===== src/rtl/score_tracker_if.sv =====
// Score tracker bus: game-side strobes in, score/status out.
interface score_tracker_if #(
  parameter int SCORE_W = 8
);
  logic               clear;
  logic               hit;
  logic               miss;
  logic [SCORE_W-1:0] score;
  logic [SCORE_W-1:0] high_score;
  logic [2:0]         mult;
  logic [2:0]         combo_cnt;
  logic               new_high;
  logic               saturated;

  // Game FSM / display side
  modport master (
    output clear, hit, miss,
    input  score, high_score, mult, combo_cnt, new_high, saturated
  );

  // Score tracker side
  modport slave (
    input  clear, hit, miss,
    output score, high_score, mult, combo_cnt, new_high, saturated
  );
endinterface


===== src/rtl/score_tracker.sv =====
// Saturating game score with combo multiplier, miss penalty and a high score
// that survives a new-game clear. Hit/miss are levels; only rising edges count.
module score_tracker #(
  parameter int SCORE_W      = 8,
  parameter int COMBO_LEN    = 4,
  parameter int MAX_MULT     = 4,
  parameter int MISS_PENALTY = 1
) (
  input  logic             clk,
  input  logic             reset,
  score_tracker_if.slave   bus
);

  localparam logic [SCORE_W-1:0] SCORE_MAX  = {SCORE_W{1'b1}};
  localparam logic [SCORE_W-1:0] PENALTY    = SCORE_W'(MISS_PENALTY);
  localparam logic [2:0]         COMBO_LAST = 3'(COMBO_LEN - 1);
  localparam logic [2:0]         MULT_MAX   = 3'(MAX_MULT);

  logic               r_hit_q;
  logic               r_miss_q;
  logic [SCORE_W-1:0] r_score;
  logic [SCORE_W-1:0] r_high;
  logic [2:0]         r_mult;
  logic [2:0]         r_combo;
  logic               r_new_high;

  logic               w_hit_ev;
  logic               w_miss_ev;
  logic [SCORE_W:0]   w_sum;
  logic [SCORE_W-1:0] w_score_nxt;
  logic [2:0]         w_mult_nxt;
  logic [2:0]         w_combo_nxt;

  assign w_hit_ev  = bus.hit  & ~r_hit_q;
  assign w_miss_ev = bus.miss & ~r_miss_q;

  // One extra bit catches the carry so the score clamps instead of wrapping.
  assign w_sum = {1'b0, r_score} + (SCORE_W+1)'(r_mult);

  // Next score/multiplier/combo: clear beats miss, miss beats hit.
  always_comb begin
    // NOTE: every output of this block gets a default first so no path infers a latch.
    w_score_nxt = r_score;
    w_mult_nxt  = r_mult;
    w_combo_nxt = r_combo;
    if (bus.clear) begin
      w_score_nxt = '0;
      w_mult_nxt  = 3'd1;
      w_combo_nxt = '0;
    end else if (w_miss_ev) begin
      w_score_nxt = (r_score >= PENALTY) ? (r_score - PENALTY) : '0;
      w_mult_nxt  = 3'd1;
      w_combo_nxt = '0;
    end else if (w_hit_ev) begin
      w_score_nxt = w_sum[SCORE_W] ? SCORE_MAX : w_sum[SCORE_W-1:0];
      if (r_combo == COMBO_LAST) begin
        w_combo_nxt = '0;
        w_mult_nxt  = (r_mult >= MULT_MAX) ? MULT_MAX : (r_mult + 3'd1);
      end else begin
        w_combo_nxt = r_combo + 3'd1;
      end
    end
  end

  // Edge-detect history and game state registers.
  always_ff @(posedge clk or posedge reset) begin
    if (reset) begin
      // NOTE: sequential state uses non-blocking assignments so every register sees pre-edge values.
      r_hit_q  <= 1'b0;
      r_miss_q <= 1'b0;
      r_score  <= '0;
      r_mult   <= 3'd1;
      r_combo  <= '0;
    end else begin
      r_hit_q  <= bus.hit;
      r_miss_q <= bus.miss;
      r_score  <= w_score_nxt;
      r_mult   <= w_mult_nxt;
      r_combo  <= w_combo_nxt;
    end
  end

  // High score follows the new score only when strictly better; pulse on change.
  always_ff @(posedge clk or posedge reset) begin
    if (reset) begin
      r_high     <= '0;
      r_new_high <= 1'b0;
    end else if (w_score_nxt > r_high) begin
      r_high     <= w_score_nxt;
      r_new_high <= 1'b1;
    end else begin
      r_new_high <= 1'b0;
    end
  end

  assign bus.score      = r_score;
  assign bus.high_score = r_high;
  assign bus.mult       = r_mult;
  assign bus.combo_cnt  = r_combo;
  assign bus.new_high   = r_new_high;
  assign bus.saturated  = (r_score == SCORE_MAX);

endmodule


===== src/flat_wrapper.sv =====
// flat-port wrapper written by rule: the top's interface ports become plain ports
module score_tracker_flat 
#(
  parameter int SCORE_W      = 8,
  parameter int COMBO_LEN    = 4,
  parameter int MAX_MULT     = 4,
  parameter int MISS_PENALTY = 1
)
  (clk, reset, bus_clear, bus_hit, bus_miss, bus_score, bus_high_score, bus_mult, bus_combo_cnt, bus_new_high, bus_saturated);
  score_tracker_if #(.SCORE_W(SCORE_W)) bus_i ();
  input  logic clk;
  input  logic reset;
  input wire logic [$bits(bus_i.clear)-1:0] bus_clear;
  input wire logic [$bits(bus_i.hit)-1:0] bus_hit;
  input wire logic [$bits(bus_i.miss)-1:0] bus_miss;
  output wire logic [$bits(bus_i.score)-1:0] bus_score;
  output wire logic [$bits(bus_i.high_score)-1:0] bus_high_score;
  output wire logic [$bits(bus_i.mult)-1:0] bus_mult;
  output wire logic [$bits(bus_i.combo_cnt)-1:0] bus_combo_cnt;
  output wire logic [$bits(bus_i.new_high)-1:0] bus_new_high;
  output wire logic [$bits(bus_i.saturated)-1:0] bus_saturated;
  assign bus_i.clear = bus_clear;
  assign bus_i.hit = bus_hit;
  assign bus_i.miss = bus_miss;
  assign bus_score = bus_i.score;
  assign bus_high_score = bus_i.high_score;
  assign bus_mult = bus_i.mult;
  assign bus_combo_cnt = bus_i.combo_cnt;
  assign bus_new_high = bus_i.new_high;
  assign bus_saturated = bus_i.saturated;
  score_tracker #(.SCORE_W(SCORE_W), .COMBO_LEN(COMBO_LEN), .MAX_MULT(MAX_MULT), .MISS_PENALTY(MISS_PENALTY)) u_core (.clk(clk), .reset(reset), .bus(bus_i));
endmodule

===== config.mk =====
export PLATFORM = sky130hd
export DESIGN_NAME = score_tracker_flat
export DESIGN_NICKNAME = d
export VERILOG_FILES = /design/src/rtl/score_tracker_if.sv /design/src/rtl/score_tracker.sv /design/src/flat_wrapper.sv
export SDC_FILE = /design/constraint.sdc
export NUM_CORES = 1
export LEC_CHECK = 0
export BUFFER_PORTS_ARGS = -buffer_cell sky130_fd_sc_hd__buf_2
export CAP_MARGIN = 0
export CORE_ASPECT_RATIO = 0.5
export CORE_MARGIN = 4
export CORE_UTILIZATION = 55
export CTS_CLUSTER_SIZE = 40
export DETAILED_ROUTE_END_ITERATION = 8
export PLACE_DENSITY = 0.79
export SLEW_MARGIN = 25
export SYNTH_ARGS = -nofsm -noshare
export SYNTH_HDL_FRONTEND = slang
export SYNTH_SLANG_ARGS = --single-unit

===== constraint.sdc =====
create_clock -name clk -period 4.6 [get_ports clk]
set_input_delay 0.46 -clock clk [delete_from_list [all_inputs] [get_ports clk]]
set_output_delay 0.46 -clock clk [all_outputs]
set_load 0.005 [all_outputs]

**After elaboration in Yosys (flattened, before gate mapping)**

Index checks and enable logic that the tools add are counted.

- Register bits: 25
- Bits in latches: 0
- Memory bits (writable): 0
- Memory bits (read-only): 0
- Bits of input ports: 5
- Logic and storage cells: 38
- Memories kept: 0

- Add/subtract/negate cells: 4
- $mul: 0
- Divide/modulo/power cells: 0
- Order comparisons: 3
- Equality and inequality tests: 2
- Shifts and indexed selects: 0
- Muxes and demuxes: 15
- Bitwise operators: 4
- Reduce and logical (&&, ||, !) cells: 3

Operators with widths:

| kind | count |
|---|---|
| two-way mux 8 bit | 5 |
| two-way mux 3 bit | 9 |
| adder 8 x 3 -> 9 bit | 1 |
| == test 8 bit, second input constant | 1 |
| >= comparator 8 x 1 -> 1 bit, second input constant | 1 |
| greater-than comparator 8 bit | 1 |
| subtractor 8 x 1 -> 8 bit, second input constant | 1 |
| adder 3 x 1 -> 3 bit, second input constant | 2 |
| nonzero test 3 bit | 2 |
| == test 3 x 2 -> 1 bit, second input constant | 1 |
| >= comparator 3 bit, second input constant | 1 |
| bitwise AND 1 bit | 2 |
| NOT 1 bit | 2 |
| AND reduction 2 bit | 1 |
| two-way mux 1 bit | 1 |

**Longest topological paths before layout**

Gate-level depths: netlist (run 1).

- Word-level depth: 7
- Mapped depth: 13
- Mapped depth without buffers: 13

**Least setup slack after synthesis (run 1)**

No wires, ideal clock.

- Kind: register -> register
- Start: register u_core.r_score[3] (netlist: u_core.bus.score[3])
- End: register u_core.r_high[0] (netlist: u_core.bus.high_score[0])
- Library setup time: 125 ps
- Data arrival time: 3,256 ps
- Path slack: 1,220 ps
- Stages on the path, launching flop included: 10
- Cell sequence: dfrtp_1 > or4_4 > or3_1 > a21o_1 > a221oi_2 > ha_1 > a211oi_1 > nor2_1 > o31ai_2 > mux2_2

- Cells in the longest elaborated chain, start to end: 6

RTL lines:

| element | line | text |
|---|---|---|
| start, declared | score_tracker.sv:21 | `logic [SCORE_W-1:0] r_score;` |
| start signal, assigned | score_tracker.sv:77 | `r_score <= w_score_nxt;` |
| adder 8 x 3 -> 9 bit | score_tracker.sv:38 | `assign w_sum = {1'b0, r_score} + (SCORE_W+1)'(r_mult);` |
| two-way mux 8 bit | score_tracker.sv:55 | `w_score_nxt = w_sum[SCORE_W] ? SCORE_MAX : w_sum[SCORE_W-1:0];` |
| two-way mux 8 bit | score_tracker.sv:54 | `end else if (w_hit_ev) begin` |
| two-way mux 8 bit * | score_tracker.sv:50 | `end else if (w_miss_ev) begin` |
| two-way mux 8 bit * | score_tracker.sv:46 | `if (bus.clear) begin` |
| net u_core.w_score_nxt[5] | score_tracker.sv:30 | `logic [SCORE_W-1:0] w_score_nxt;` |
| greater-than comparator 8 bit * | score_tracker.sv:88 | `end else if (w_score_nxt > r_high) begin` |
| end signal, assigned | score_tracker.sv:89 | `r_high <= w_score_nxt;` |
| end, declared | score_tracker.sv:22 | `logic [SCORE_W-1:0] r_high;` |

The timed path passes the listed nets; every way through them passes the cells marked *.
A chain may end at the register's enable or synchronous reset.

**Final worst setup path (run 1)**

- Start: register u_core.r_score[0] (netlist: u_core.bus.score[0])
- End: register u_core.r_high[0] (netlist: u_core.bus.high_score[0])

The elaborated chain is that of the path after synthesis.

==> results of run 1 <==
kinds of logic after synthesis:
logic type | after synthesis
flops | 25
simple gates | 64
compound gates | 35
fa+ha+maj | 18
xor+xnor | 2
mux | 8
buf+inv | 22
worst reg2reg max path, cell delays in order, from the launching register on:
cell and delay (ns):
sky130_fd_sc_hd__dfrtp_1 0.55, sky130_fd_sc_hd__ha_1 0.26, sky130_fd_sc_hd__fa_1 0.22, sky130_fd_sc_hd__a21oi_1 0.11
sky130_fd_sc_hd__nor3_1 0.39, sky130_fd_sc_hd__a21oi_1 0.19, sky130_fd_sc_hd__a221oi_2 0.37, sky130_fd_sc_hd__ha_1 0.30
sky130_fd_sc_hd__a211oi_1 0.25, sky130_fd_sc_hd__nor2_1 0.09, sky130_fd_sc_hd__o31ai_2 0.67, sky130_fd_sc_hd__mux2_2 0.41
registers in the layout, summed over array words and instances (netlist names):
signal,flops
u_core.bus.combo_cnt,3
u_core.bus.mult,3
u_core.r_hit_q,1
u_core.bus.new_high,1
u_core.bus.score,8
u_core.bus.high_score,8
u_core.r_miss_q,1
routing by layer:
metal	GRT usage, %	vias up	part of all wire, %
li1	-	696	-
met1	27.7	671	47
met2	33.2	34	46
met3	5.25	7	5.5
met4	4.10	0	0.97
met5	0	-	0
cell usage after synthesis, types with 2 or more instances:
cell | number | share of area, %
sky130_fd_sc_hd__nor2_1 | 10 | 2.3
sky130_fd_sc_hd__o21ai_0 | 3 | 0.90
sky130_fd_sc_hd__a21oi_1 | 7 | 2.1
sky130_fd_sc_hd__ha_1 | 17 | 13
sky130_fd_sc_hd__clkbuf_1 | 5 | 1.1
sky130_fd_sc_hd__nor2b_1 | 5 | 1.9
sky130_fd_sc_hd__nand2_1 | 10 | 2.3
sky130_fd_sc_hd__dfrtp_1 | 24 | 36
sky130_fd_sc_hd__nor4_1 | 7 | 2.6
sky130_fd_sc_hd__o211ai_1 | 2 | 0.90
sky130_fd_sc_hd__or3_1 | 3 | 1.1
sky130_fd_sc_hd__nand2b_1 | 2 | 0.75
sky130_fd_sc_hd__nor3_1 | 15 | 4.5
sky130_fd_sc_hd__o21a_1 | 2 | 0.90
sky130_fd_sc_hd__inv_1 | 16 | 3.6
sky130_fd_sc_hd__mux2_1 | 3 | 2.0
sky130_fd_sc_hd__xnor2_1 | 2 | 1.1
sky130_fd_sc_hd__mux2_2 | 5 | 3.4
sky130_fd_sc_hd__nand4_1 | 3 | 1.1
sky130_fd_sc_hd__a31oi_1 | 3 | 1.1
sky130_fd_sc_hd__o31a_1 | 2 | 1.1
sky130_fd_sc_hd__a211oi_1 | 5 | 2.3
power breakdown:
group	internal (uW)	switching (uW)
Clock	63.7	77.9
Combinational	127	130
Sequential	254	32.8
Total	445	241
worst paths after layout:
kind	startpoint	depth (start not counted)	slack, ns	end
worst max register to register	u_core.bus.score[0]$_DFF_PP0_	11	0.68	u_core.bus.high_score[0]$_DFFE_PP0N_
worst max-delay path	u_core.bus.score[0]$_DFF_PP0_	11	0.68	u_core.bus.high_score[0]$_DFFE_PP0N_
min in group clk	bus_hit	1	0.31	u_core.r_hit_q$_DFF_PP0_
worst min register to register	u_core.bus.combo_cnt[2]$_DFFE_PP0P_	2	0.52	u_core.bus.combo_cnt[2]$_DFFE_PP0P_
worst min-delay path	reset	2	0.20	u_core.bus.high_score[4]$_DFFE_PP0N_
max in group asynchronous	reset	2	4.03	u_core.bus.mult[0]$_DFFE_PP1P_
stage by stage:
stage	total power, uW	instances	setup WS [ns]
final	686	238	0.684
after global routing	743	238	0.422
after CTS	695	238	0.683
after detailed placement	551	234	0.701
after global placement	544	234	0.727
after floorplan	475	174	1.22
layout make-up:
class / count / area, um2
Multi-Input combinational cell: 127 / 948
Clock inverter: 1 / 8.76
Sequential cell: 25 / 627
Clock buffer: 3 / 41.3
Tap cell: 37 / 46.3
Fill cell: 235 / 853
Inverter: 16 / 60.1
Timing Repair Buffer: 29 / 148
==> metrics, run 1 <==
run status complete, no violations; sum of buffers and inverters on the critical path 0; number of hold buffers added after cts 0; layout cells sized above 1 22.4%; Async SR Flop Fraction 100%; main combinational cell family by area after synthesis simple AND/OR/NAND/NOR gates; slew at the pin closest to its max-slew limit 0.773 ns; mux share of post-synthesis cell area 5.43%; cell area after synthesis 1660 um2; maximum resistive drop on vdd 0.000282 V; latest clock arrival within the worst-skew pair 0.28 ns; buffer levels on the longest clock path 2; Crit-path slowest cell sky130_fd_sc_hd__o31ai_2; Die Y-Extent 46.8 um; commonest cells after routing, fill and taps aside 28 x sky130_fd_sc_hd__buf_2, 24 x sky130_fd_sc_hd__dfrtp_1, 17 x sky130_fd_sc_hd__ha_1; Max Freq 255 MHz; total wire length after detailed routing 3610 um; Area growth, synth to finish 13.3%; count of antenna diodes in the layout 0; compound-cell area share of the yosys netlist 15.8%; number of top-level design ports 29; number of global-route vias before repair 1,262; area of all placed cells without fillers 1880 um2; fraction of the cycle the final worst path needs 85.1%; Yosys warnings 0; maximum number of pins on one net before global-route repair 26; Top Family by Delay on Critical Path compound AO/OA/AOI/OAI gates; total via count in the routed design 1,408; type of the most critical hold path input pin to asynchronous set/reset pin; Post-Route Utilization 68.8%; max-slew violation count 0; GP Congestion 0.984; cell area reported after detailed placement 1830 um2; die footprint 4010 um2; synthesized instance count 174; Root Buffer sky130_fd_sc_hd__clkbuf_8; parity-gate share of the synthesized area counting xor and xnor cells 1.06%; CTS buffer count 3; worst clock skew on the final layout 0.00477 ns; leakage power summed over all cells 0.000885 uW; CTS-repair resized insts 0; area share of fa/ha/maj cells after synthesis 14.0%; basic-gate share of the synthesized area counting and, or, nand and nor cells 20.9%; max capacitance violation total 0; data arrival time at the worst-slack endpoint 4.09 ns; EDFF count, synth 0; DRC viols 0; first-pass GRT wire length 6150 um; final critical delay including setup and external delays 3.92 ns; quantity of I/O buffers inserted on ports 28; Sinks on Clock Net 25; setup repair after global routing missed its margin no; total number of nets in the final design 225; Detailed Place HPWL 2750 um; core box area 2730 um2; Avg Cell Area, Syn 9.54 um2; flop and latch count out of synthesis 25; routed len/inst 15.2 um; Initial Utilization 60.7%; global route total overflow 0; vias per cell 5.92; Total Routing Usage GR 20.2%; setup bufs post-CTS 0; detailed-routing iteration count for the pre-antenna-repair pass 4; number of nets still failing antenna checks after routing 0; number of placement rows 13; required time worst endpoint 4.78 ns; cell chain of the critical path ha_1, fa_1, a21oi_1, nor3_1, a21oi_1, a221oi_2, ha_1, a211oi_1, nor2_1, o31ai_2, mux2_2; sequential cell area fraction in the yosys report 37.8%; cell area power density 365 nW/um2; Reg clk slew, reported paths 0.10 ns; Setup TNS 0 ns; Final Hold Violating Endpoints 0; peak fanout along the critical path 9; Startpoint Class flip-flop; kind of critical path flip-flop to flip-flop; depth of the CTS H-tree 1; commonest non-fill, non-tap cell in the layout sky130_fd_sc_hd__buf_2; number of DRC markers in iteration 0 145; distinct cell type count after synthesis 45; capturing element type of the critical path flip-flop; setup violators final 0; antenna violations before repair 0; most instantiated flip-flop cell in the synthesis netlist sky130_fd_sc_hd__dfrtp_1; Slowest Stage Delay on Critical Path 0.67 ns; die outline width 85.7 um; Slew Limit Headroom 48.2%; Syn Nets 197; CTS tree built; WHS 0.201 ns
No activity file was read; power rests on OpenSTA's default activity.
==> run 2: changes to the inputs <==
--- a/config.mk
+++ b/config.mk
@@ -9,10 +9,12 @@
 export CAP_MARGIN = 0
 export CORE_ASPECT_RATIO = 0.5
 export CORE_MARGIN = 4
-export CORE_UTILIZATION = 55
+export CORE_UTILIZATION = 50
 export CTS_CLUSTER_SIZE = 40
 export DETAILED_ROUTE_END_ITERATION = 8
-export PLACE_DENSITY = 0.79
+export MAX_ROUTING_LAYER = met4
+export PLACE_DENSITY = 0.75
+export RECOVER_POWER = 50
 export SLEW_MARGIN = 25
 export SYNTH_ARGS = -nofsm -noshare
 export SYNTH_HDL_FRONTEND = slang
==> constraint.sdc (replaced) <==
create_clock -name clk -period 3.5 [get_ports clk]
set_input_delay 0.35 -clock clk [delete_from_list [all_inputs] [get_ports clk]]
set_output_delay 0.35 -clock clk [all_outputs]
set_load 0.005 [all_outputs]
==> run 2 against run 1 <==
Die area is 8.7% higher. Non-clock buffer count is 19 higher. Design area is 11% higher. Clock power is 35% higher. Sequential power is 28% higher. Largest power group is now combinational cells. Highest routed layer unchanged.
==> metrics, run 2 (synthesis results as in run 1) <==
latest clock arrival within the worst-skew pair 0.28 ns (about the same); peak fanout along the critical path 6 (-3); number of DRC markers in iteration 0 215 (+48%); cell chain of the critical path ha_2, fa_2, a21oi_2, nor3_2, buf_4, a21oi_2, a221oi_2, ha_1, a211oi_1, nor2_1, o31ai_2, buf_4, mux2_2; post-route total power 972 uW (+42%); global route total overflow 0 (unchanged); core box area 3080 um2 (+13%); number of top-level design ports 29 (unchanged); number of global-route vias before repair 1,419 (+12%); setup slack on the worst flop-to-flop path 0.10 ns (-0.58 ns); Root Buffer sky130_fd_sc_hd__clkbuf_8; Total Routing Usage GR 19.4% (-0.73 points); capturing element type of the critical path flip-flop; worst clock skew on the final layout 0.00250 ns (-0.00227 ns); vias per cell 5.81 (-1.8%); total via count in the routed design 1,510 (+7.2%); number of placement rows 14 (+1); Max Freq 294 MHz (+15%); CTS tree built; max capacitance violation total 0 (unchanged); DRC viols 0 (unchanged); post-route insts no fill 260 (+9.2%); Startpoint Class flip-flop; setup violators final 0 (unchanged); Reg clk slew, reported paths 0.10 ns (about the same); Area growth, synth to finish 25.3%; cell area power density 467 nW/um2 (+28%); maximum resistive drop on vdd 0.000492 V (+75%); antenna violations before repair 0 (unchanged); data arrival time at the worst-slack endpoint 3.58 ns (-0.51 ns); first-pass GRT wire length 6550 um (+6.5%); Detailed Place HPWL 2910 um (+5.8%); depth of the CTS H-tree 1 (unchanged); Post-Route Utilization 67.5% (-1.3 points); fraction of the cycle the final worst path needs 97.0% (+12 points); Crit-path slowest cell sky130_fd_sc_hd__dfstp_2; Final Hold Violating Endpoints 0 (unchanged); Sinks on Clock Net 25 (unchanged); leakage power summed over all cells 0.000956 uW (+8.0%); layout cells sized above 1 30.0% (+7.6 points); Die Y-Extent 48.7 um (+4.0%); die outline width 89.5 um (+4.4%); routed len/inst 15.1 um (-0.60%); maximum number of pins on one net before global-route repair 26 (unchanged); kind of critical path flip-flop to flip-flop; WHS 0.194 ns (-0.00752 ns); final critical delay including setup and external delays 3.40 ns (-0.519 ns); max-slew violation count 0 (unchanged); commonest cells after routing, fill and taps aside 23 x sky130_fd_sc_hd__dfrtp_1, 21 x sky130_fd_sc_hd__buf_2, 20 x sky130_fd_sc_hd__buf_4; Slowest Stage Delay on Critical Path 0.59 ns (-0.08 ns); Fillers 264 (+12%); CTS buffer count 3 (unchanged); number of hold buffers added after cts 0 (unchanged); total number of nets in the final design 244 (+8.4%); Worst setup startpoint u_core.bus.mult[0]$_DFFE_PP1P_; worst flop-to-flop path startpoint u_core.bus.mult[0]$_DFFE_PP1P_; # placed instances 253 (+8.1%); required time worst endpoint 3.68 ns (-1.10 ns); run status complete, no violations; commonest non-fill, non-tap cell in the layout sky130_fd_sc_hd__dfrtp_1; buffer levels on the longest clock path 2 (unchanged); quantity of I/O buffers inserted on ports 28 (unchanged); Initial Utilization 53.8% (-6.9 points); Slew Limit Headroom 34.1% (-14 points); type of the most critical hold path input pin to flip-flop; count of antenna diodes in the layout 0 (unchanged); total wire length after detailed routing 3920 um (+8.6%); detailed-routing iteration count for the pre-antenna-repair pass 4 (unchanged); die footprint 4360 um2 (+8.7%); beginning of the worst hold path bus_hit; slew at the pin closest to its max-slew limit 0.987 ns (+0.215 ns); number of nets still failing antenna checks after routing 0 (unchanged); GP Congestion 0.945 (-4.0%)
==> run 2: cell types whose count changed in the layout (fill, tap and decap cells not counted), sizes merged <==
| cell | change |
|---|---|
| buf | +12 |
| clkbuf | +7 |
==> run 2: final cells by class <==
class	count	area, um2	share of cell area, %
Tap cell	40	50.0	2.41
Clock inverter	1	8.76	0.421
Clock buffer	3	41.3	1.99
Inverter	16	60.1	2.89
Timing Repair Buffer	48	282	13.5
Multi-Input combinational cell	127	1010	48.6
Sequential cell	25	628	30.2
==> run 2: worst max-delay path: cells and delay by family (launching register included) <==
kind	cells	cell delay (ns)
AO/OA/AOI/OAI	5	1.05
flip-flops	1	0.59
AND/OR/NAND/NOR	2	0.21
buffers and inverters	2	0.37
multiplexers	1	0.33
adder cells (fa/ha/maj)	3	0.74
==> run 2: metal layers <==
layer	vias up	global-route usage, %	part of all wire [%]	wire length (um)
met4	0	3.96	0.59	23
met5	-	-	0	0
met1	724	26.4	49	1910
met2	48	28.6	45	1750
met3	4	6.10	6.1	238
li1	734	-	-	-
==> run 2: report_power, final <==
group / switching (uW) / internal (uW) / total, uW
sequential: 33.4 / 335 / 368
clock: 108 / 83.9 / 192
combinational: 200 / 212 / 412
total: 341 / 630 / 972
==> run 2: stage by stage <==
step / area, um2 / worst slack, ns / TNS (ns)
floorplan: 1660 / 0.120 / 0
global placement: 1950 / 0.149 / 0
detailed placement: 1950 / 0.102 / 0
CTS: 2000 / 0.0796 / 0
global route: 2080 / -0.0633 / -0.321
finish: 2080 / 0.103 / 0
==> run 2: final timing paths <==
| kind | depth (start not counted) | endpoint |
|---|---|---|
| setup / recovery | 13 | u_core.bus.high_score[1]$_DFFE_PP0N_ |
| hold / removal | 1 | u_core.r_hit_q$_DFF_PP0_ |
| setup reg to reg | 13 | u_core.bus.high_score[1]$_DFFE_PP0N_ |
| hold reg to reg | 2 | u_core.bus.combo_cnt[2]$_DFFE_PP0P_ |
| max in group asynchronous | 2 | u_core.bus.score[1]$_DFF_PP0_ |
| min in group asynchronous | 2 | u_core.bus.high_score[7]$_DFFE_PP0N_ |
==> run 2: what timing repair did <==
| action | in CTS | in global routing |
|---|---|---|
| endpoints found under the setup margin | 0 | 8 |
| gates resized for setup | 0 | 12 |
| buffers inserted | 0 | 3 |
| hold endpoints to repair | 0 | 0 |
==> run 3: changes to the inputs <==
--- a/config.mk
+++ b/config.mk
@@ -9,11 +9,11 @@
 export CAP_MARGIN = 0
 export CORE_ASPECT_RATIO = 0.5
 export CORE_MARGIN = 4
-export CORE_UTILIZATION = 50
+export CORE_UTILIZATION = 45
 export CTS_CLUSTER_SIZE = 40
 export DETAILED_ROUTE_END_ITERATION = 8
 export MAX_ROUTING_LAYER = met4
-export PLACE_DENSITY = 0.75
+export PLACE_DENSITY = 0.69
 export RECOVER_POWER = 50
 export SLEW_MARGIN = 25
 export SYNTH_ARGS = -nofsm -noshare
==> run 3 against run 2 <==
Non-clock buffer count decreased by 1. Clock power hardly changed. Critical path depth shrank 3. Flip-flop and latch count unchanged. Sequential power hardly changed. Clock skew is 0.0052 ns higher. Power increased by 1.4%. Design area rose by 0.90%. Hold slack improved by 0.0017 ns. First-iteration DRC count decreased by 31%. Global-route usage is 1.7 points lower. Fmax increased by 1.0%. Critical path type unchanged. Largest power group unchanged.
==> metrics, run 3 (synthesis results as in run 1) <==
worst clock skew on the final layout 0.00771 ns (+0.00521 ns); required time worst endpoint 3.67 ns (about the same); Startpoint Class flip-flop; Die Y-Extent 50.9 um (+4.5%); buffer levels on the longest clock path 2 (unchanged); antenna violations before repair 0 (unchanged); post-place setup slack 0.0485 ns (-0.0534 ns); Worst setup startpoint u_core.bus.score[2]$_DFF_PP0_; CTS tree built; Sinks on Clock Net 25 (unchanged); maximum resistive drop on vdd 0.000282 V (-43%); number of nets still failing antenna checks after routing 0 (unchanged); beginning of the worst hold path bus_hit; type of the most critical hold path input pin to flip-flop; Total Routing Usage GR 17.7% (-1.7 points); number of DRC markers in iteration 0 148 (-31%); setup slack on the worst flop-to-flop path 0.14 ns (+0.04 ns); latest clock arrival within the worst-skew pair 0.28 ns (about the same); number of top-level design ports 29 (unchanged); run status complete, no violations; Fillers 311 (+18%); Initial Utilization 47.5% (-6.3 points); leakage power summed over all cells 0.000979 uW (+2.4%); GP Congestion 0.837 (-11%); first-pass GRT wire length 6500 um (-0.75%); total via count in the routed design 1,492 (-1.2%); Area growth, synth to finish 26.5%; Setup TNS 0 ns (unchanged); total number of nets in the final design 243 (-0.41%); cell area power density 470 nW/um2 (+0.51%); peak fanout along the critical path 9 (+3); slew at the pin closest to its max-slew limit 0.954 ns (-0.0331 ns); detailed-routing iteration count for the pre-antenna-repair pass 4 (unchanged); data arrival time at the worst-slack endpoint 3.53 ns (-0.05 ns); max capacitance violation total 0 (unchanged); setup repair after global routing missed its margin no; depth of the CTS H-tree 1 (unchanged); post-route worst setup slack 0.138 ns (+0.0351 ns); routed len/inst 14.5 um (-3.9%); capturing element type of the critical path flip-flop; die outline width 93.9 um (+4.9%); core box area 3490 um2 (+13%); commonest cells after routing, fill and taps aside 25 x sky130_fd_sc_hd__buf_2, 22 x sky130_fd_sc_hd__dfrtp_1, 19 x sky130_fd_sc_hd__buf_4; total wire length after detailed routing 3910 um (-0.23%); r2r endpoint u_core.bus.high_score[1]$_DFFE_PP0N_; number of placement rows 15 (+1); Final Hold Violating Endpoints 0 (unchanged); DRC viols 0 (unchanged); die footprint 4780 um2 (+9.7%); Post-Route Utilization 60.1% (-7.3 points); quantity of I/O buffers inserted on ports 28 (unchanged); depth of the most critical reg-to-reg path 10 (-3); Reg clk slew, reported paths 0.10 ns (about the same); vias per cell 5.53 (-4.9%); maximum number of pins on one net before global-route repair 26 (unchanged); setup violators final 0 (unchanged); Root Buffer sky130_fd_sc_hd__clkbuf_8; cell depth of the worst hold path 1 (unchanged); Detailed Place HPWL 2950 um (+1.4%); kind of critical path flip-flop to flip-flop; max-slew violation count 0 (unchanged); WHS 0.195 ns (+0.00169 ns); layout cells sized above 1 32.0% (+2.0 points); CTS buffer count 3 (unchanged); count of antenna diodes in the layout 0 (unchanged); # placed instances 265 (+4.7%); commonest non-fill, non-tap cell in the layout sky130_fd_sc_hd__buf_2; final critical delay including setup and external delays 3.36 ns (-0.0351 ns); post-route insts no fill 270 (+3.8%); worst flop-to-flop path startpoint u_core.bus.score[2]$_DFF_PP0_; Slew Limit Headroom 36.3% (+2.2 points); Max Freq 297 MHz (+1.0%); fraction of the cycle the final worst path needs 96.0% (-1.0 points); global route total overflow 0 (unchanged); number of global-route vias before repair 1,404 (-1.1%); hold worst-path end u_core.r_hit_q$_DFF_PP0_
[run 3: cell types whose count changed in the layout (fill, tap and decap cells not counted), sizes merged]
cell    before  now
buf         41   44
clkbuf      10    6
[run 3: what timing repair did]
item,in CTS,in global routing
setup endpoints to repair,0,8
setup buffers,0,1
resized for setup,0,13
hold buffers,0,0
[run 3: report_power, final]
part	internal [uW]	switching (uW)
clock network	83.8	105
registers	335	32.2
logic	219	210
total	638	348
[run 3: metal layers]
metal / GRT usage (%) / wire, um / vias to the layer above
li1: - / - / 734
met1: 22.5 / 1770 / 713
met2: 28.2 / 1860 / 39
met3: 3.82 / 229 / 6
met4: 6.24 / 57 / 0
met5: - / 0 / -
[run 3: area by class of cell]
| type | count | area [um2] | area share (%) |
|---|---|---|---|
| sequential | 25 | 629 | 30.0 |
| timing repair buffer | 47 | 279 | 13.3 |
| clock buffer | 3 | 41.3 | 1.97 |
| tap | 51 | 63.8 | 3.04 |
| inverter | 16 | 60.1 | 2.86 |
| clock inverter | 1 | 8.76 | 0.417 |
| multi-input combinational | 127 | 1020 | 48.4 |
[run 3: critical path, stage by stage, from the launching register on]
cell	delay, ns
sky130_fd_sc_hd__dfrtp_1	0.49
sky130_fd_sc_hd__or4_4	0.56
sky130_fd_sc_hd__or3_1	0.32
sky130_fd_sc_hd__a21o_1	0.21
sky130_fd_sc_hd__a221oi_4	0.31
sky130_fd_sc_hd__ha_4	0.26
sky130_fd_sc_hd__a211oi_1	0.22
sky130_fd_sc_hd__nor2_1	0.08
sky130_fd_sc_hd__o31ai_2	0.26
sky130_fd_sc_hd__buf_4	0.20
sky130_fd_sc_hd__mux2_2	0.34
[run 3: metrics by stage]
step | power (uW) | instance area (um2)
final | 985 | 2100
after global routing | 1060 | 2100
after CTS | 978 | 2020
after detailed placement | 783 | 1970
after global placement | 771 | 1970
after floorplan | 624 | 1660
[run 3: worst max path at each step]
stage,endpoint,slack (ns)
2_1_floorplan,u_core.bus.high_score[0]$_DFFE_PP0N_,0.12
3_3_place_gp,u_core.bus.high_score[0]$_DFFE_PP0N_,0.13
3_5_place_dp,u_core.bus.high_score[1]$_DFFE_PP0N_,0.05
4_1_cts,u_core.bus.high_score[1]$_DFFE_PP0N_,0.02
5_1_grt,u_core.bus.high_score[0]$_DFFE_PP0N_,0.001
6_report,u_core.bus.high_score[1]$_DFFE_PP0N_,0.14
